===== src/rtl/adc_frame_rx_pkg.sv =====
// Shared definitions for the serial ADC frame receiver:
// FSM state encoding and default frame/sample widths.
package adc_frame_rx_pkg;

    localparam int DATA_W_DEF     = 16;
    localparam int FRAME_BITS_DEF = 16;

    localparam logic [1:0] ST_IDLE  = 2'd0;
    localparam logic [1:0] ST_START = 2'd1;
    localparam logic [1:0] ST_SHIFT = 2'd2;
    localparam logic [1:0] ST_STOP  = 2'd3;

endpackage


===== src/rtl/adc_frame_rx_sync_fifo.sv =====
// Small synchronous FIFO with wrap-bit pointers; head word is always
// presented on dout. Push while full only lands when a pop frees a slot.
module sync_fifo #(
    parameter int DATA_W     = 16,
    parameter int FIFO_DEPTH = 4
) (
    input  logic              clk,
    input  logic              rst_n,
    input  logic              push,
    input  logic              pop,
    input  logic [DATA_W-1:0] din,
    output logic [DATA_W-1:0] dout,
    output logic              empty,
    output logic              full
);
    localparam int AW = $clog2(FIFO_DEPTH);

    logic [DATA_W-1:0] mem_q [FIFO_DEPTH];
    logic [AW:0]       wr_q, rd_q;
    logic              do_push, do_pop;

    assign empty   = (wr_q == rd_q);
    assign full    = (wr_q[AW-1:0] == rd_q[AW-1:0]) && (wr_q[AW] != rd_q[AW]);
    assign do_pop  = pop && !empty;
    assign do_push = push && (!full || do_pop);
    assign dout    = mem_q[rd_q[AW-1:0]];

    always_ff @(posedge clk or negedge rst_n) begin
        if (!rst_n) begin
            wr_q <= '0;
            rd_q <= '0;
            for (int i = 0; i < FIFO_DEPTH; i++) begin
                mem_q[i] <= '0;
            end
        end else begin
            if (do_push) begin
                mem_q[wr_q[AW-1:0]] <= din;
                wr_q                <= wr_q + 1'b1;
            end
            if (do_pop) begin
                rd_q <= rd_q + 1'b1;
            end
        end
    end

endmodule


===== src/rtl/adc_frame_rx.sv =====
// Serial ADC front end: mode-0 frame capture on each sample tick,
// buffered output over valid/ready, sticky overrun on dropped ticks/samples.
module adc_frame_rx
    import adc_frame_rx_pkg::*;
#(
    parameter int CLK_DIV    = 4,
    parameter int FRAME_BITS = FRAME_BITS_DEF,
    parameter int DATA_W     = DATA_W_DEF,
    parameter int FIFO_DEPTH = 4
) (
    input  logic              clk,
    input  logic              rst_n,
    input  logic              enable,
    input  logic              sample_tick,
    input  logic              clear_flags,
    input  logic              miso,
    output logic              sclk,
    output logic              cs_n,
    output logic [DATA_W-1:0] out_data,
    output logic              out_valid,
    input  logic              out_ready,
    output logic              busy,
    output logic              overrun
);
    localparam int CW = $clog2(CLK_DIV);
    localparam int HW = $clog2(2 * FRAME_BITS);

    logic [1:0]            state_q, state_d;
    logic [CW-1:0]         cnt_q, cnt_d;
    logic [HW-1:0]         half_q, half_d;
    logic [FRAME_BITS-1:0] shreg_q, shreg_d;
    logic                  sync1_q, sync2_q;
    logic                  overrun_q, overrun_d;
    logic                  push, pop, empty, full;
    logic                  last_phase, last_half;

    assign last_phase = (cnt_q == CW'(CLK_DIV - 1));
    assign last_half  = (half_q == HW'(2 * FRAME_BITS - 1));

    assign busy      = (state_q != ST_IDLE);
    assign cs_n      = !((state_q == ST_START) || (state_q == ST_SHIFT));
    // Odd half-periods are the high phase, so the first half is low.
    assign sclk      = (state_q == ST_SHIFT) && half_q[0];
    assign out_valid = !empty;
    assign pop       = out_valid && out_ready;
    assign overrun   = overrun_q;

    always_comb begin
        state_d = state_q;
        cnt_d   = cnt_q;
        half_d  = half_q;
        shreg_d = shreg_q;
        push    = 1'b0;
        unique case (state_q)
            ST_IDLE: begin
                if (enable && sample_tick) begin
                    state_d = ST_START;
                    cnt_d   = '0;
                end
            end
            ST_START: begin
                if (last_phase) begin
                    state_d = ST_SHIFT;
                    cnt_d   = '0;
                    half_d  = '0;
                end else begin
                    cnt_d = cnt_q + 1'b1;
                end
            end
            ST_SHIFT: begin
                if (last_phase) begin
                    cnt_d = '0;
                    if (half_q[0]) begin
                        shreg_d = {shreg_q[FRAME_BITS-2:0], sync2_q};
                    end
                    if (last_half) begin
                        state_d = ST_STOP;
                    end else begin
                        half_d = half_q + 1'b1;
                    end
                end else begin
                    cnt_d = cnt_q + 1'b1;
                end
            end
            ST_STOP: begin
                push    = 1'b1;
                state_d = ST_IDLE;
            end
            default: state_d = ST_IDLE;
        endcase
        if (!enable) begin
            state_d = ST_IDLE;
            push    = 1'b0;
        end
    end

    // A set event takes priority over a simultaneous clear.
    always_comb begin
        overrun_d = overrun_q;
        if (clear_flags) begin
            overrun_d = 1'b0;
        end
        if ((sample_tick && enable && busy) || (push && full && !pop)) begin
            overrun_d = 1'b1;
        end
    end

    always_ff @(posedge clk or negedge rst_n) begin
        if (!rst_n) begin
            state_q   <= ST_IDLE;
            cnt_q     <= '0;
            half_q    <= '0;
            shreg_q   <= '0;
            sync1_q   <= 1'b0;
            sync2_q   <= 1'b0;
            overrun_q <= 1'b0;
        end else begin
            state_q   <= state_d;
            cnt_q     <= cnt_d;
            half_q    <= half_d;
            shreg_q   <= shreg_d;
            sync1_q   <= miso;
            sync2_q   <= sync1_q;
            overrun_q <= overrun_d;
        end
    end

    sync_fifo #(
        .DATA_W    (DATA_W),
        .FIFO_DEPTH(FIFO_DEPTH)
    ) u_fifo (
        .clk  (clk),
        .rst_n(rst_n),
        .push (push),
        .pop  (pop),
        .din  (shreg_q),
        .dout (out_data),
        .empty(empty),
        .full (full)
    );

endmodule

===== config.mk =====
export PLATFORM = sky130hd
export DESIGN_NAME = adc_frame_rx
export DESIGN_NICKNAME = d
export VERILOG_FILES = /design/src/rtl/adc_frame_rx_pkg.sv /design/src/rtl/adc_frame_rx_sync_fifo.sv /design/src/rtl/adc_frame_rx.sv
export SDC_FILE = /design/constraint.sdc
export NUM_CORES = 1
export LEC_CHECK = 0
export ABC_CLOCK_PERIOD_IN_PS = 2000
export CAP_MARGIN = 20
export CORE_MARGIN = 4
export CORE_UTILIZATION = 53
export DETAILED_ROUTE_END_ITERATION = 10
export PLACE_DENSITY_LB_ADDON = 0.08
export SLEW_MARGIN = 20
export SYNTH_ARGS = -nofsm -noshare
export SYNTH_HDL_FRONTEND = slang
export SYNTH_SLANG_ARGS = --single-unit

===== constraint.sdc =====
create_clock -name clk -period 2 [get_ports clk]
set_input_delay 0.4 -clock clk [delete_from_list [all_inputs] [get_ports clk]]
set_output_delay 0.4 -clock clk [all_outputs]
set_load 0.05 [all_outputs]

Word-level counts from Yosys, hierarchy flattened:

Index checks and enable logic that the tools add are counted.
W data, S select, Z words.

* add/subtract/negate cells: 4
* multipliers: 0
* div/mod/pow operators: 0
* magnitude comparators: 3
* eq/ne operators: 16
* shift operators: 0
* mux-type cells: 23
* bitwise operators: 2
* reduce and logical (&&, ||, !) cells: 27

Operators with widths (count)
* $bwmux W64: 1
* $mux W16: 3
* $bmux W16 S2: 1
* $demux W16 S2: 1
* $mux W5: 3
* $mux W2: 7
* $ne A3 B3 Y1 const B: 4
* $logic_and A1 B1 Y1: 10
* $pmux W5 S2: 1
* $ne A2 B2 Y1 const B: 4
* $pmux W2 S4: 1
* $reduce_and A4 Y1: 2
* $reduce_bool A2 Y1: 4
* $add A3 B1 Y3 const B: 2
* $eq A2 B2 Y1 const B: 3
* $ge A3 B3 Y1 const B: 2
* $not A2 Y3: 2
* $add A5 B1 Y5 const B: 1
* $eq A5 B5 Y1 const B: 1
* $logic_not A1 Y1: 4
* $mux W1: 4
* $pmux W2 S2: 1
* $eq A3 B3 Y1: 1
* $logic_or A1 B1 Y1: 3
* 9 further kinds: 9

* register bits: 98
* latch bits: 0
* bits in writable memories: 0
* memory bits (read-only): 0
* input bits: 7
* memories: 0

Logic depth before layout (Yosys ltp):

* depth after elaboration: 7
* mapped depth: 7
* gate-level depth less buffers: 7

Cells and area by module:

Synthesis repeated with hierarchy kept, for this count alone.

* cell total of the unflattened synthesis: 303
* area, all modules: 4684.5 um^2

Modules (own cells, without submodules)
* sync_fifo: instances 1, cells each 201, area each 3314.4 um^2
* adc_frame_rx: instances 1, cells each 102, area each 1370.1 um^2

Least setup slack after synthesis:

OpenSTA, ideal clock, no wires.

* path type: reg2reg
* start: reg state_q[0]
* end: reg shreg_q[10]
* library setup time: 0.125 ns
* arrival time: 1.993 ns
* required time: 1.875 ns
* path slack: -0.118 ns
* stages on the path, launching flop included: 8
* clock period less this slack: 2.118 ns
* path through: dfrtp_1 -> inv_1 -> ha_1 -> buf_2 -> and2_1 -> nand2_1 -> buf_2 -> mux2_2

* cells in the longest elaborated chain, start to end: 2

RTL lines
* start, declared: RTL line adc_frame_rx.sv:28 `logic [1:0] state_q, state_d;`
* start signal, assigned: RTL line adc_frame_rx.sv:118 `state_q <= state_d;`
* $eq A2 B2 Y1: RTL line adc_frame_rx.sv:54 `unique case (state_q)`
* $reduce_and A3 Y1 (no source line)
* end signal, assigned: RTL line adc_frame_rx.sv:121 `shreg_q <= shreg_d;`
* end, declared: RTL line adc_frame_rx.sv:31 `logic [FRAME_BITS-1:0] shreg_q, shreg_d;`

No other way between the ends.
A chain may end at the register's enable or synchronous reset.

Final worst setup path:

* start: reg u_fifo.rd_q[0]
* end: out out_data[7]

* cells in the longest elaborated chain, start to end: 4

RTL lines
* start, declared: RTL line adc_frame_rx_sync_fifo.sv:19 `logic [AW:0] wr_q, rd_q;`
* start signal, assigned: RTL line adc_frame_rx_sync_fifo.sv:41 `rd_q <= rd_q + 1'b1;`
* $not A2 Y3 (not written as such): RTL line adc_frame_rx_sync_fifo.sv:26 `assign dout = mem_q[rd_q[AW-1:0]];`
* $bmux W16 S2: RTL line adc_frame_rx_sync_fifo.sv:26
* $mux W16 (not written as such) (2 in a row): RTL line adc_frame_rx_sync_fifo.sv:26
* end, declared: RTL line adc_frame_rx.sv:19 `output logic [DATA_W-1:0] out_data,`

No other way between the ends. The select of a mux whose other input is x is not followed.

==> results <==
- The standby leakage power is approximately 2.7 nW.
- After synthesis the cells add up to 4630 um^2.
- The effective utilization at floorplan is ~56%.
- The upper clock frequency limit is 475 MHz.
- The average cell area after synthesis is 15.8 um^2.
- The signal on the critical path passes through buf_6, mux4_2, buf_6.
- After synthesis, the largest family of logic cells by area is multiplexers.
- The sequential share of the synthesized area is 53.0%.
- The top cell type's share of synthesized area is between 50% and 60%.
- The root buffer cell chosen for the clock tree is sky130_fd_sc_hd__clkbuf_8.
- The run finished, with violations left.
- The required time at the endpoint of the critical path is about 1.6 ns.
- The number of clock sinks is 98.
- The die outline width is 101 um.
- Yosys printed 0 warnings.
- The depth of the worst register-to-register path is 6.
- The detailed placer's ending HPWL is between 5000 and 6000 um.
- The first global-routing pass estimated 14,200 um of wire.
- Of the post-synthesis cell area, the part taken by muxes is 30.6%.
- The post-placement worst setup slack is 0.0412 ns.
- The internal power of the cells totals 3.40 mW.
- 28 I/O pins were placed.
- The number of clock buffers added by TritonCTS is 9.
- Counting instances, the worst hold path has a depth of 0.
- The delay of the slowest cell on the worst path is approximately 0.53 ns.
- The overall routed net length is 8180 um.
- The clock transition at the registers of the reported paths is 0.10 ns.
- The top cell family by delay on the critical path is multiplexers.
- Counting flops with a built-in enable in the synthesized netlist gives 0.
- The diode insertion count for antenna repair is 0.
- The routability congestion estimate is 0.822.
- The initialized floorplan defines 33 standard-cell rows.
- The worst clock skew on the final layout is 0.0154 ns.
- At the worst endpoint, the arrival time is 1.70 ns.
- The total negative slack is -1.24 ns.
- The length of the first detailed-routing pass in iterations is 4.
- The worst path uses 105% of the clock period.
- The dominant cell type by area after synthesis is sky130_fd_sc_hd__dfrtp_1.
- The placed standard-cell area is between 5000 and 6000 um^2.
- The initial antenna violation count came to 0.
- The number of buffer cells added on primary ports is 27.
- The relative contribution of combinational cells to total power is 32.5%.
- The via count is between 2k and 3k.
- Entering global routing, the biggest net connects 44 pins.
- For this design the ratio of total power to cell area is 954 nW/um^2.
- The final non-filler cell total is 451.
- Summing the areas of all fa, ha and maj instances in the mapped netlist gives approximately 3.5% of the synthesized area.
- The path with the worst hold slack has its endpoint at sync2_q.
- The category of the critical setup timing path is reg2out.
- At the pin with the least slew margin, the transition time is between 0.4 and 0.5 ns.
- Sorting the synthesized cells by area gives the leading types as sky130_fd_sc_hd__dfrtp_1 53%, sky130_fd_sc_hd__mux2_2 16%, sky130_fd_sc_hd__mux2_4 6.2%, sky130_fd_sc_hd__mux4_2 4.9%, sky130_fd_sc_hd__ha_1 3.5%.
- Setup repair after global routing could not meet its margin everywhere.
- The total placed cells including tap cells is 432.
- In the synthesized netlist the async set-or-reset flop fraction comes to 100%.
- The final reports fail on negative setup slack.
- The number of global-route vias before repair is around 2.7k.
- Across all setup checks in the final design, the least slack found is -0.103 ns.
- The switching part of the total is 34.1%.
- The cell count after synthesis came out at 293.
- Along the worst path, the maximum fanout reaches 5.
- At the later pin of the worst-skew pair, clock insertion delay measures approximately 0.37 ns.
- The worst relative slew slack is around 67%.
- Per report_power, the sequential group accounts for 43.4% of the total.
- The share of the synthesized netlist area taken by xor and xnor gates is 1.86%.
- The final worst hold slack is 0.360 ns.
- The total global routing overflow is 0.
- TritonCTS built the clock tree.
- The largest voltage drop on the vdd net is 0.509 mV.
- The synthesized netlist devotes 2.70% of its cell area to compound gates.
- In the synthesized netlist the dominant register cell turns out to be sky130_fd_sc_hd__dfrtp_1.
- For this run, design rule violations remaining after detail routing come to 0.
- Global routing consumed, over all layers together, approximately 18% of the routing resources.
- The design draws 5.17 mW.
- Dividing the detail-routed via count by the number of cells gives 5.59.
- The first routing iteration left 76 violations.
- In this run, distinct cell masters in the synthesized netlist total 37.
- The cell at the slowest stage of the critical path is sky130_fd_sc_hd__mux4_2.
- The worst setup path is launched from a flop.
- The area of the die is roughly 10,000 um^2.
- The number of nets in the synthesized netlist is 313.
- The number of max-slew violations in the final report is 0.
- At the end of the flow the core is filled with cells to about 65%.
- The worst reg-to-reg setup slack is 0.16 ns.
- In the final routed layout, each cell accounts on average for 18.1 um.
- The clock tree synthesis step divided the H-tree into 3 levels.
- The hold violation total from the final report is 0.
- The worst hold path begins at sync1_q.
- The most frequent cell on the critical path is sky130_fd_sc_hd__buf_6.
- The clock network is responsible for 24.1% of the overall power.
- The endpoint class of the critical path is a primary output.
- The net total in the final layout is ~360.
- Setup violations remaining at the end of the flow were counted as 16.
- The proportion of layout cells with a drive suffix above 1 is 50.3%.
- The end of the worst register-to-register path is u_fifo.mem_q[34].
- The y dimension of the die is 101 um.
- Summed over all nets, the switching power comes to 1.76 mW.
- The area growth from synthesis to layout is 17.0%.
- The area of the placeable core is roughly 8300 um^2.
- The number of max-cap violations is 0.
- Once layout is done, the placed cells without fillers occupy 5420 um^2.
- No sink is reached through more buffers than the 2 on the longest clock path.
- In the synthesized netlist, the cells that appear most often are 98 x sky130_fd_sc_hd__dfrtp_1, 64 x sky130_fd_sc_hd__mux2_2, 19 x sky130_fd_sc_hd__mux2_4, 17 x sky130_fd_sc_hd__nand2_1, 13 x sky130_fd_sc_hd__ha_1.
- Of the total synthesized cell area, the portion taken by AND, OR, NAND and NOR gates is 5.59%.
- The min-delay analysis places its worst path in the category reg2reg.
- Together, buffers and inverters on the worst path number 2.
- Yosys instantiated no cell more often than sky130_fd_sc_hd__dfrtp_1.
- The number of routed nets with antenna violations is 0.
- The post-layout minimum cycle time is around 2.1 ns.
- The synthesized design contains 98 register bits.
- The beginning of the worst register-to-register path is u_fifo.wr_q[0].
[sequential cells by signal, summed over array words and instances, names as in the netlist]
register,cells
u_fifo.mem_q,64
shreg_q,16
half_q,5
u_fifo.rd_q,3
u_fifo.wr_q,3
cnt_q,2
state_q,2
overrun,1
sync1_q,1
sync2_q,1
[layout by cell type, fill, tap and decap left out, types with 2 or more instances in the layout]
| master | netlist | routed |
|---|---|---|
| sky130_fd_sc_hd__clkinv_4 | 0 | 2 |
| sky130_fd_sc_hd__clkdlybuf4s50_1 | 0 | 6 |
| sky130_fd_sc_hd__inv_6 | 0 | 3 |
| sky130_fd_sc_hd__clkbuf_8 | 0 | 10 |
| sky130_fd_sc_hd__buf_6 | 3 | 19 |
| sky130_fd_sc_hd__inv_1 | 6 | 5 |
| sky130_fd_sc_hd__or3_1 | 2 | 2 |
| sky130_fd_sc_hd__mux2_2 | 64 | 64 |
| sky130_fd_sc_hd__buf_12 | 1 | 9 |
| sky130_fd_sc_hd__dfrtp_2 | 0 | 4 |
| sky130_fd_sc_hd__o221ai_1 | 3 | 3 |
| sky130_fd_sc_hd__nor2b_1 | 2 | 2 |
| sky130_fd_sc_hd__nand3_4 | 4 | 4 |
| sky130_fd_sc_hd__nand2_1 | 17 | 16 |
| sky130_fd_sc_hd__xnor2_1 | 3 | 3 |
| sky130_fd_sc_hd__a21boi_0 | 2 | 2 |
| sky130_fd_sc_hd__mux4_2 | 10 | 16 |
| sky130_fd_sc_hd__nand3_1 | 3 | 3 |
| sky130_fd_sc_hd__and2_1 | 3 | 2 |
| sky130_fd_sc_hd__mux2i_1 | 3 | 3 |
| sky130_fd_sc_hd__buf_4 | 1 | 13 |
| sky130_fd_sc_hd__dfrtp_1 | 98 | 94 |
| sky130_fd_sc_hd__ha_1 | 13 | 12 |
| sky130_fd_sc_hd__a22o_1 | 5 | 5 |
| sky130_fd_sc_hd__mux2_4 | 19 | 19 |
| sky130_fd_sc_hd__o21ai_0 | 7 | 7 |
[worst register-to-register path, delay by kind of cell, from the launching register on]
kind | cells | cell delay, ns
xor gates and xnor gates | 1 | 0.21
buffers and inverters | 2 | 0.33
DFF | 1 | 0.47
muxes | 1 | 0.35
and+or+nand+nor | 2 | 0.36
[cell families (layout without fill, tap and decap cells)]
group	Yosys count	count (layout)
DFF	98	98
and+or+nand+nor	38	38
muxes	102	102
AOI/OAI and AO/OA	18	18
buffers and inverters	18	71
xor gates and xnor gates	6	6
adders and majority gates	13	13
[power by group through the flow]
stage	clock network [mW]	registers (mW)	logic [mW]
floorplan	0	2.24	1.10
global placement	0	2.26	1.57
detailed placement	0	2.26	1.60
CTS	1.30	2.24	1.66
global route	1.38	2.26	1.83
finish	1.25	2.24	1.68
[repair_timing]
action,4_1_cts,5_1_grt
endpoints found under the setup margin,17,19
gates cloned,0,0
resized for setup,27,6
buffers inserted,1,1
pin swaps,0,1
hold buffers,1,0
endpoints found under the hold margin,26,0
[worst max-delay path by stage]
stage	slack, ns	endpoint	startpoint	cells past startpoint
after floorplan	0.07	shreg_q[10]	state_q[0]	7
after global placement	0.09	u_fifo.mem_q[38]	out_ready	5
after detailed placement	0.04	u_fifo.mem_q[34]	out_ready	5
after CTS	-0.12	out_data[7]	u_fifo.rd_q[0]	3
after global routing	-0.17	out_data[3]	u_fifo.rd_q[0]	3
final	-0.10	out_data[7]	u_fifo.rd_q[0]	3
[layer usage]
| layer | global-route usage (%) | vias up | wire (um) | part of all wire [%] |
|---|---|---|---|---|
| met5 | 0 | - | 0 | 0 |
| met4 | 4.91 | 0 | 82 | 1.0 |
| met3 | 4.13 | 7 | 211 | 2.6 |
| met2 | 27.2 | 28 | 3810 | 47 |
| met1 | 26.2 | 1309 | 4070 | 50 |
| li1 | - | 1176 | - | - |
[area by class of cell]
type | instances | area, um^2
fill | 621 | 2920
tap | 105 | 131
multi-input combinational | 177 | 2040
timing repair buffer | 49 | 577
inverter | 6 | 22.5
clock buffer | 10 | 138
clock inverter | 6 | 55.1
sequential | 98 | 2460
(Power assumes the default switching activity.)
